==> src/rtl/byte_inc_sched_package.sv <==
// Shared types for the byte-increment job scheduler: FSM state encoding,
// the job record and the busy-timeout constant.
package byte_inc_sched_package;

    // Scheduler FSM states.
    typedef enum logic [1:0] {
        ST_IDLE      = 2'd0,
        ST_ISSUE     = 2'd1,
        ST_WAIT_BUSY = 2'd2,
        ST_WAIT_DONE = 2'd3
    } state_t;

    // Widest address/length field a job record can carry.
    localparam int unsigned JOB_FIELD_W_MAX = 32;

    // Job record as seen by software: start word address and byte length.
    typedef struct packed {
        logic [JOB_FIELD_W_MAX-1:0] base_addr;
        logic [JOB_FIELD_W_MAX-1:0] length;
    } job_t;

    // Cycles with waitrequest low after run acceptance before the job is
    // assumed to have completed without the engine ever reporting busy.
    localparam int unsigned BUSY_TIMEOUT = 2;

endpackage

==> src/rtl/byte_inc_sched_fifo.sv <==
// Single-clock show-ahead FIFO holding packed jobs. Head entry is visible on
// data_o whenever empty_o is low; pop_i consumes it.
module byte_inc_sched_fifo #(
    parameter int unsigned WIDTH = 20,
    parameter int unsigned DEPTH = 8
) (
    input  logic                       clk_i,
    input  logic                       srst_i,
    input  logic                       push_i,
    input  logic [WIDTH-1:0]           data_i,
    input  logic                       pop_i,
    output logic [WIDTH-1:0]           data_o,
    output logic                       full_o,
    output logic                       empty_o,
    output logic [$clog2(DEPTH):0]     count_o
);
    localparam int unsigned PW = $clog2(DEPTH);
    localparam logic [PW:0] DEPTH_CNT = (PW+1)'(DEPTH);

    logic [WIDTH-1:0] mem [DEPTH];
    logic [PW-1:0]    wr_ptr;
    logic [PW-1:0]    rd_ptr;
    logic [PW:0]      count;
    logic             push_ok;
    logic             pop_ok;

    assign push_ok = push_i && !full_o;
    assign pop_ok  = pop_i && !empty_o;
    assign full_o  = (count == DEPTH_CNT);
    assign empty_o = (count == '0);
    assign count_o = count;
    assign data_o  = mem[rd_ptr];

    // Pointer and occupancy bookkeeping; push+pop together leaves count unchanged.
    always_ff @(posedge clk_i) begin
        if (srst_i) begin
            wr_ptr <= '0;
            rd_ptr <= '0;
            count  <= '0;
        end else begin
            if (push_ok) wr_ptr <= wr_ptr + PW'(1);
            if (pop_ok)  rd_ptr <= rd_ptr + PW'(1);
            case ({push_ok, pop_ok})
                2'b10:   count <= count + (PW+1)'(1);
                2'b01:   count <= count - (PW+1)'(1);
                default: count <= count;
            endcase
        end
    end

    // Storage array; contents need no reset since occupancy gates visibility.
    always_ff @(posedge clk_i) begin
        if (push_ok) mem[wr_ptr] <= data_i;
    end

endmodule

==> src/rtl/byte_inc_sched.sv <==
// Job scheduler in front of a byte-increment engine. Jobs are queued FIFO and
// issued one at a time with a run/waitrequest handshake.
// Handshake: a job is taken on a posedge where job_valid_i and job_ready_o are
// both high; a run is accepted on a posedge where run_o is high and
// waitrequest_i is low.
// Optional feature: define BYTE_INC_SCHED_STATS_EN to enable the jobs_done_o
// retired-job counter (otherwise it is tied to zero).
module byte_inc_sched
    import byte_inc_sched_package::*;
#(
    parameter int unsigned ADDR_WIDTH  = 10,
    parameter int unsigned QUEUE_DEPTH = 8
) (
    input  logic                  clk_i,
    input  logic                  srst_i,
    input  logic [ADDR_WIDTH-1:0] job_base_addr_i,
    input  logic [ADDR_WIDTH-1:0] job_length_i,
    input  logic                  job_valid_i,
    output logic                  job_ready_o,
    output logic [ADDR_WIDTH-1:0] base_addr_o,
    output logic [ADDR_WIDTH-1:0] length_o,
    output logic                  run_o,
    input  logic                  waitrequest_i,
    output logic                  busy_o,
    output logic                  done_o,
    output logic [15:0]           jobs_done_o,
    output logic [1:0]            state_o
);
    localparam int unsigned CNT_W = $clog2(QUEUE_DEPTH) + 1;

    logic [2*ADDR_WIDTH-1:0] head;
    logic                    fifo_full;
    logic                    fifo_empty;
    logic [CNT_W-1:0]        fifo_count;
    logic                    push;
    logic                    pop;
    state_t                  state;
    logic                    wb_cnt;

    // Ready depends only on the current occupancy, never on a same-cycle pop.
    assign job_ready_o = !fifo_full;
    assign push        = job_valid_i && job_ready_o;
    assign pop         = (state == ST_IDLE) && !fifo_empty;
    assign busy_o      = (fifo_count != '0) || (state != ST_IDLE);
    assign state_o     = state;

    byte_inc_sched_fifo #(
        .WIDTH (2*ADDR_WIDTH),
        .DEPTH (QUEUE_DEPTH)
    ) u_fifo (
        .clk_i   (clk_i),
        .srst_i  (srst_i),
        .push_i  (push),
        .data_i  ({job_base_addr_i, job_length_i}),
        .pop_i   (pop),
        .data_o  (head),
        .full_o  (fifo_full),
        .empty_o (fifo_empty),
        .count_o (fifo_count)
    );

    // Scheduler FSM with registered run/done and job registers that stay
    // stable from ISSUE entry until the return to IDLE.
    always_ff @(posedge clk_i) begin
        if (srst_i) begin
            state       <= ST_IDLE;
            run_o       <= 1'b0;
            done_o      <= 1'b0;
            base_addr_o <= '0;
            length_o    <= '0;
            wb_cnt      <= 1'b0;
        end else begin
            done_o <= 1'b0;
            case (state)
                ST_IDLE: begin
                    if (!fifo_empty) begin
                        base_addr_o <= head[2*ADDR_WIDTH-1:ADDR_WIDTH];
                        length_o    <= head[ADDR_WIDTH-1:0];
                        if (head[ADDR_WIDTH-1:0] == '0) begin
                            done_o <= 1'b1;
                        end else begin
                            run_o <= 1'b1;
                            state <= ST_ISSUE;
                        end
                    end
                end
                ST_ISSUE: begin
                    if (!waitrequest_i) begin
                        run_o  <= 1'b0;
                        wb_cnt <= 1'b0;
                        state  <= ST_WAIT_BUSY;
                    end
                end
                ST_WAIT_BUSY: begin
                    if (waitrequest_i) begin
                        state <= ST_WAIT_DONE;
                    end else if (wb_cnt == 1'((BUSY_TIMEOUT - 1) & 1)) begin
                        done_o <= 1'b1;
                        state  <= ST_IDLE;
                    end else begin
                        wb_cnt <= wb_cnt + 1'b1;
                    end
                end
                ST_WAIT_DONE: begin
                    if (!waitrequest_i) begin
                        done_o <= 1'b1;
                        state  <= ST_IDLE;
                    end
                end
                default: state <= ST_IDLE;
            endcase
        end
    end

`ifdef BYTE_INC_SCHED_STATS_EN
    logic [15:0] jobs_done_q;

    // Retired-job counter, wraps naturally at 16 bits.
    always_ff @(posedge clk_i) begin
        if (srst_i) begin
            jobs_done_q <= '0;
        end else if (done_o) begin
            jobs_done_q <= jobs_done_q + 16'd1;
        end
    end

    assign jobs_done_o = jobs_done_q;
`else
    assign jobs_done_o = '0;
`endif

endmodule

==> config.mk <==
export PLATFORM = sky130hd
export DESIGN_NAME = byte_inc_sched
export DESIGN_NICKNAME = d
export VERILOG_FILES = /design/src/rtl/byte_inc_sched_package.sv /design/src/rtl/byte_inc_sched_fifo.sv /design/src/rtl/byte_inc_sched.sv
export SDC_FILE = /design/constraint.sdc
export NUM_CORES = 1
export LEC_CHECK = 0
export CORE_UTILIZATION = 57
export CTS_CLUSTER_DIAMETER = 50
export DETAILED_ROUTE_END_ITERATION = 6
export PLACE_DENSITY = 0.79
export REMOVE_ABC_BUFFERS = 1
export SYNTH_ARGS = -nofsm -noshare
export SYNTH_HDL_FRONTEND = slang
export SYNTH_SLANG_ARGS = --single-unit
==> constraint.sdc <==
create_clock -name clk_i -period 3.39 [get_ports clk_i]
set_input_delay 0.339 -clock clk_i [delete_from_list [all_inputs] [get_ports clk_i]]
set_output_delay 0.339 -clock clk_i [all_outputs]
set_load 0.01 [all_outputs]
==> results.md <==
Status:
- The flow ran to the end, and the final reports show no timing, DRC or antenna violations.

Critical path:
- The biggest cell delay along the critical path is 0.36 ns.
- The critical path contains buffers and inverters numbering 0 combined.
- The critical path goes through nor3_1 > nand2_1 > nand2_1 > ha_1 > ha_1 > a21o_1 > a21oi_1 > xnor2_1 > or3_1 > a21oi_1.
- For the worst setup path, the data required time is 3.75 ns.
- The cell class contributing the biggest share of worst-path delay is simple AND/OR/NAND/NOR gates.
- The endpoint class of the critical path is a flip-flop.
- The largest individual stage delay along the critical path comes from the cell sky130_fd_sc_hd__dfxtp_1.
- Data arrives at the worst endpoint at 2.90 ns.
- Along the worst path, the maximum fanout reaches 7.
- STA classifies the critical path startpoint as a flip-flop.
- The critical setup path kind is reg -> reg.

Global route:
- After global routing the overflow that remains totals 0.
- The initial antenna violation count is 0.
- The number of global-route vias before repair is 3835.
- Entering global routing, the biggest net connects 45 pins.
- The first global-routing pass estimated 21.82 mm of wire.
- The aggregate global-route resource usage is 21.95%.

Synth:
- In the synthesized netlist the dominant register cell turns out to be sky130_fd_sc_hd__edfxtp_1.
- The count of cell types in the netlist is 30.
- The number of enable-type register cells in the synthesized netlist is 160.
- The cell area that synthesis handed to floorplanning was 7602 um^2.
- The number of warnings issued by yosys is 0.
- The post-synthesis register bit count is 198.
- The share of flip-flops with an asynchronous set or reset is 0%.
- Summing the sequential cell areas from Yosys gives 73.21% of the chip area.
- The gate count of the mapped netlist is 418.
- The post-synthesis average cell area is 18.19 um^2.

Die:
- The floorplan step set the die height to 117.5 um.
- The initialized floorplan defines 41 standard-cell rows.
- The core region area is 12820 um^2.
- The chip width is 117.5 um.
- The overall die area is 13800 um^2.
- The initial standard-cell utilization of the core is 59.28%.
- For this design the top-level I/O count stands at 66.

Finish:
- The diode insertion count for antenna repair is 0.
- The share of final-layout standard cells stronger than drive strength 1 is 19.96%.
- The net count of the finished layout is 513.
- Leaving out fill and tap cells, the most frequent cell in the layout is sky130_fd_sc_hd__edfxtp_1.
- The library cells used most frequently in the layout, excluding fill and tap cells, are sky130_fd_sc_hd__edfxtp_1, sky130_fd_sc_hd__clkdlybuf4s50_1, sky130_fd_sc_hd__mux4_2.
- From synthesis to final layout, the design area changed by 17.66%.
- Counting the fill cells in the layout gives 822.
- Measured on the finished design, the core utilization comes to 69.75%.

Clock network:
- The library cell used as clock root buffer is sky130_fd_sc_hd__clkbuf_16.
- The number of gates given a new drive strength after cts is 0.
- The maximum buffer depth of the clock tree is 2.
- The later pin in the worst-skew pair is clocked with a latency of 0.43 ns.
- TritonCTS built the clock tree.
- The number of sinks on the clock net is 198.
- The depth of the CTS H-tree is 4.
- After clock tree synthesis, the clock-pin slew on the worst setup and hold paths is 0.07 ns.
- The total clock buffers created by CTS is 17.
- Once the clock tree was built, the setup fixing pass inserted 0 buffers.
- The number of hold-repair buffers added at the cts stage is 0.

Timing:
- The final hold violation count is 0.
- The final critical path time including I/O delays and setup is 2.537 ns.
- Setup repair after global routing left no endpoint under its margin.
- Timing would allow up to 394.2 MHz.
- The ratio of final minimum period to clock period is 74.83%.
- The final-report setup violation count is 0.
- On the final layout, the worst clock skew is 0.007201 ns.
- In this run the tightest slew margin relative to its limit is 42.42%.
- At the pin with the least slew margin, the transition time is 0.8611 ns.
- The count of final max-slew check failures is 0.
- Setup total negative slack on the finished layout was measured at 0 ns.

Routing:
- The first detailed-routing pass took 4 iterations.
- The vias per cell is 5.763.
- After detailed routing, the average wire length per cell comes to 20.77 um.
- The total number of vias is 3850.
- The total wire length after detailed routing is 13.87 mm.
- Once detail routing completed, the nets flagged for antenna violations numbered 0.
- The first-iteration detailed-routing DRC count is 303.
- In the routed design, unresolved DRC markers number 0.

Pwr:
- Per report_power, the sequential group accounts for 45.1% of the total.
- The maximum VDD drop is 0.4931 mV.
- Summed over all cells, the static leakage comes to 0.002905 uW.
- Per report_power, the combinational group accounts for 23.7% of the total.
- The power density over cell area is 756.3 nW/um^2.
- The switching power as a share of total power is 27.50%.
- In this run the power spent charging and discharging nets is 1860 uW.
- The clock network burns 31.2% of the power.
- The cell-internal power is 4905 uW.

Placed design:
- The placer's final routability congestion estimate is 0.7807.
- The placed wire-length estimate after detailed placement is 8.153 mm.
- Buffers placed on the I/O ports in this run total 49.

Hold path:
- The tightest min-delay check is of the reg -> reg type.

Job:
- The max capacitance violation total is 0.
[path summary, 6_finish.rpt]
path	endpoint	from	slack (ns)	cells past startpoint
max	u_fifo.count_o[3]$_SDFFE_PP0P_	u_fifo.count_o[0]$_SDFFE_PP0P_	0.85	10
min	run_o$_SDFFE_PP0P_	run_o$_SDFFE_PP0P_	0.46	2
max reg2reg	u_fifo.count_o[3]$_SDFFE_PP0P_	u_fifo.count_o[0]$_SDFFE_PP0P_	0.85	10
min reg2reg	run_o$_SDFFE_PP0P_	run_o$_SDFFE_PP0P_	0.46	2
[power groups by stage]
stage / registers [uW] / logic, uW / clock network (uW)
6_report: 3050 / 1610 / 2110
2_1_floorplan: 3170 / 932 / 0
5_1_grt: 3080 / 1760 / 2230
4_1_cts: 3050 / 1630 / 2140
3_3_place_gp: 3090 / 1570 / 0
3_5_place_dp: 3100 / 1610 / 0
[cells by family (layout without fill, tap and decap cells)]
family	Yosys count	in the layout	share of synthesized area [%]
buffers and inverters	40	103	3.209
flip-flops	198	198	73.21
adder cells (fa/ha/maj)	6	6	1.086
other	1	16	0.04933
AND/OR/NAND/NOR	71	71	3.983
AO/OA/AOI/OAI	35	35	3.176
multiplexers	60	60	14.48
XOR/XNOR	7	7	0.8065
[registers in the layout, indices dropped and copies added, names as in the netlist, named ones only]
name	flops
done_o	1
u_fifo.count_o	4
state_o	2
base_addr_o	10
u_fifo.wr_ptr	3
run_o	1
u_fifo.mem	160
wb_cnt	1
u_fifo.rd_ptr	3
length_o	10
[synth_stat cells (6+ instances only)]
cell type / n / area share (%)
sky130_fd_sc_hd__buf_4: 18 / 1.8
sky130_fd_sc_hd__buf_1: 6 / 0.30
sky130_fd_sc_hd__mux4_2: 40 / 12
sky130_fd_sc_hd__a211oi_1: 21 / 2.1
sky130_fd_sc_hd__a21oi_1: 8 / 0.53
sky130_fd_sc_hd__nor3_1: 6 / 0.40
sky130_fd_sc_hd__dfxtp_1: 38 / 10
sky130_fd_sc_hd__edfxtp_1: 160 / 63
sky130_fd_sc_hd__mux2i_1: 20 / 2.6
sky130_fd_sc_hd__nand2_1: 12 / 0.59
sky130_fd_sc_hd__nor2_1: 40 / 2.0
[per-stage QoR]
step | hold WS, ns | cell area [um^2] | setup WS [ns] | power (uW) | cells
floorplan | 0.4081 | 7433 | 0.1828 | 4103 | 398
CTS | 0.4575 | 8945 | 0.8782 | 6816 | 668
detailed placement | 0.4473 | 8315 | 0.7550 | 4711 | 636
global placement | 0.4436 | 8315 | 0.8362 | 4655 | 636
global route | 0.4918 | 8945 | 0.5925 | 7064 | 668
finish | 0.4570 | 8945 | 0.8532 | 6765 | 668
[tightest hold or removal path: cells and delay by family (launching register included)]
| family | cells | cell delay, ns |
|---|---|---|
| AO/OA/AOI/OAI | 1 | 0.05 |
| buffers and inverters | 1 | 0.05 |
| flip-flops | 1 | 0.31 |
[cell type report]
class                      instances  area (um^2)  share of cell area [%]
clock buffer                      18        429.2                   4.798
sequential                       198         5568                   62.25
clock inverter                    14        200.2                   2.238
timing repair buffer              66        630.6                   7.050
multi-input combinational        195         1883                   21.05
inverter                           5        18.77                  0.2098
tap                              172        215.2                   2.406
[layer usage]
layer	global-route usage, %	part of all wire [%]
met1	29.34	43
met2	35.72	50
met3	4.942	6.4
met4	8.013	0.89
met5	0	0
Note: power is estimated with default switching activity, not from simulation.
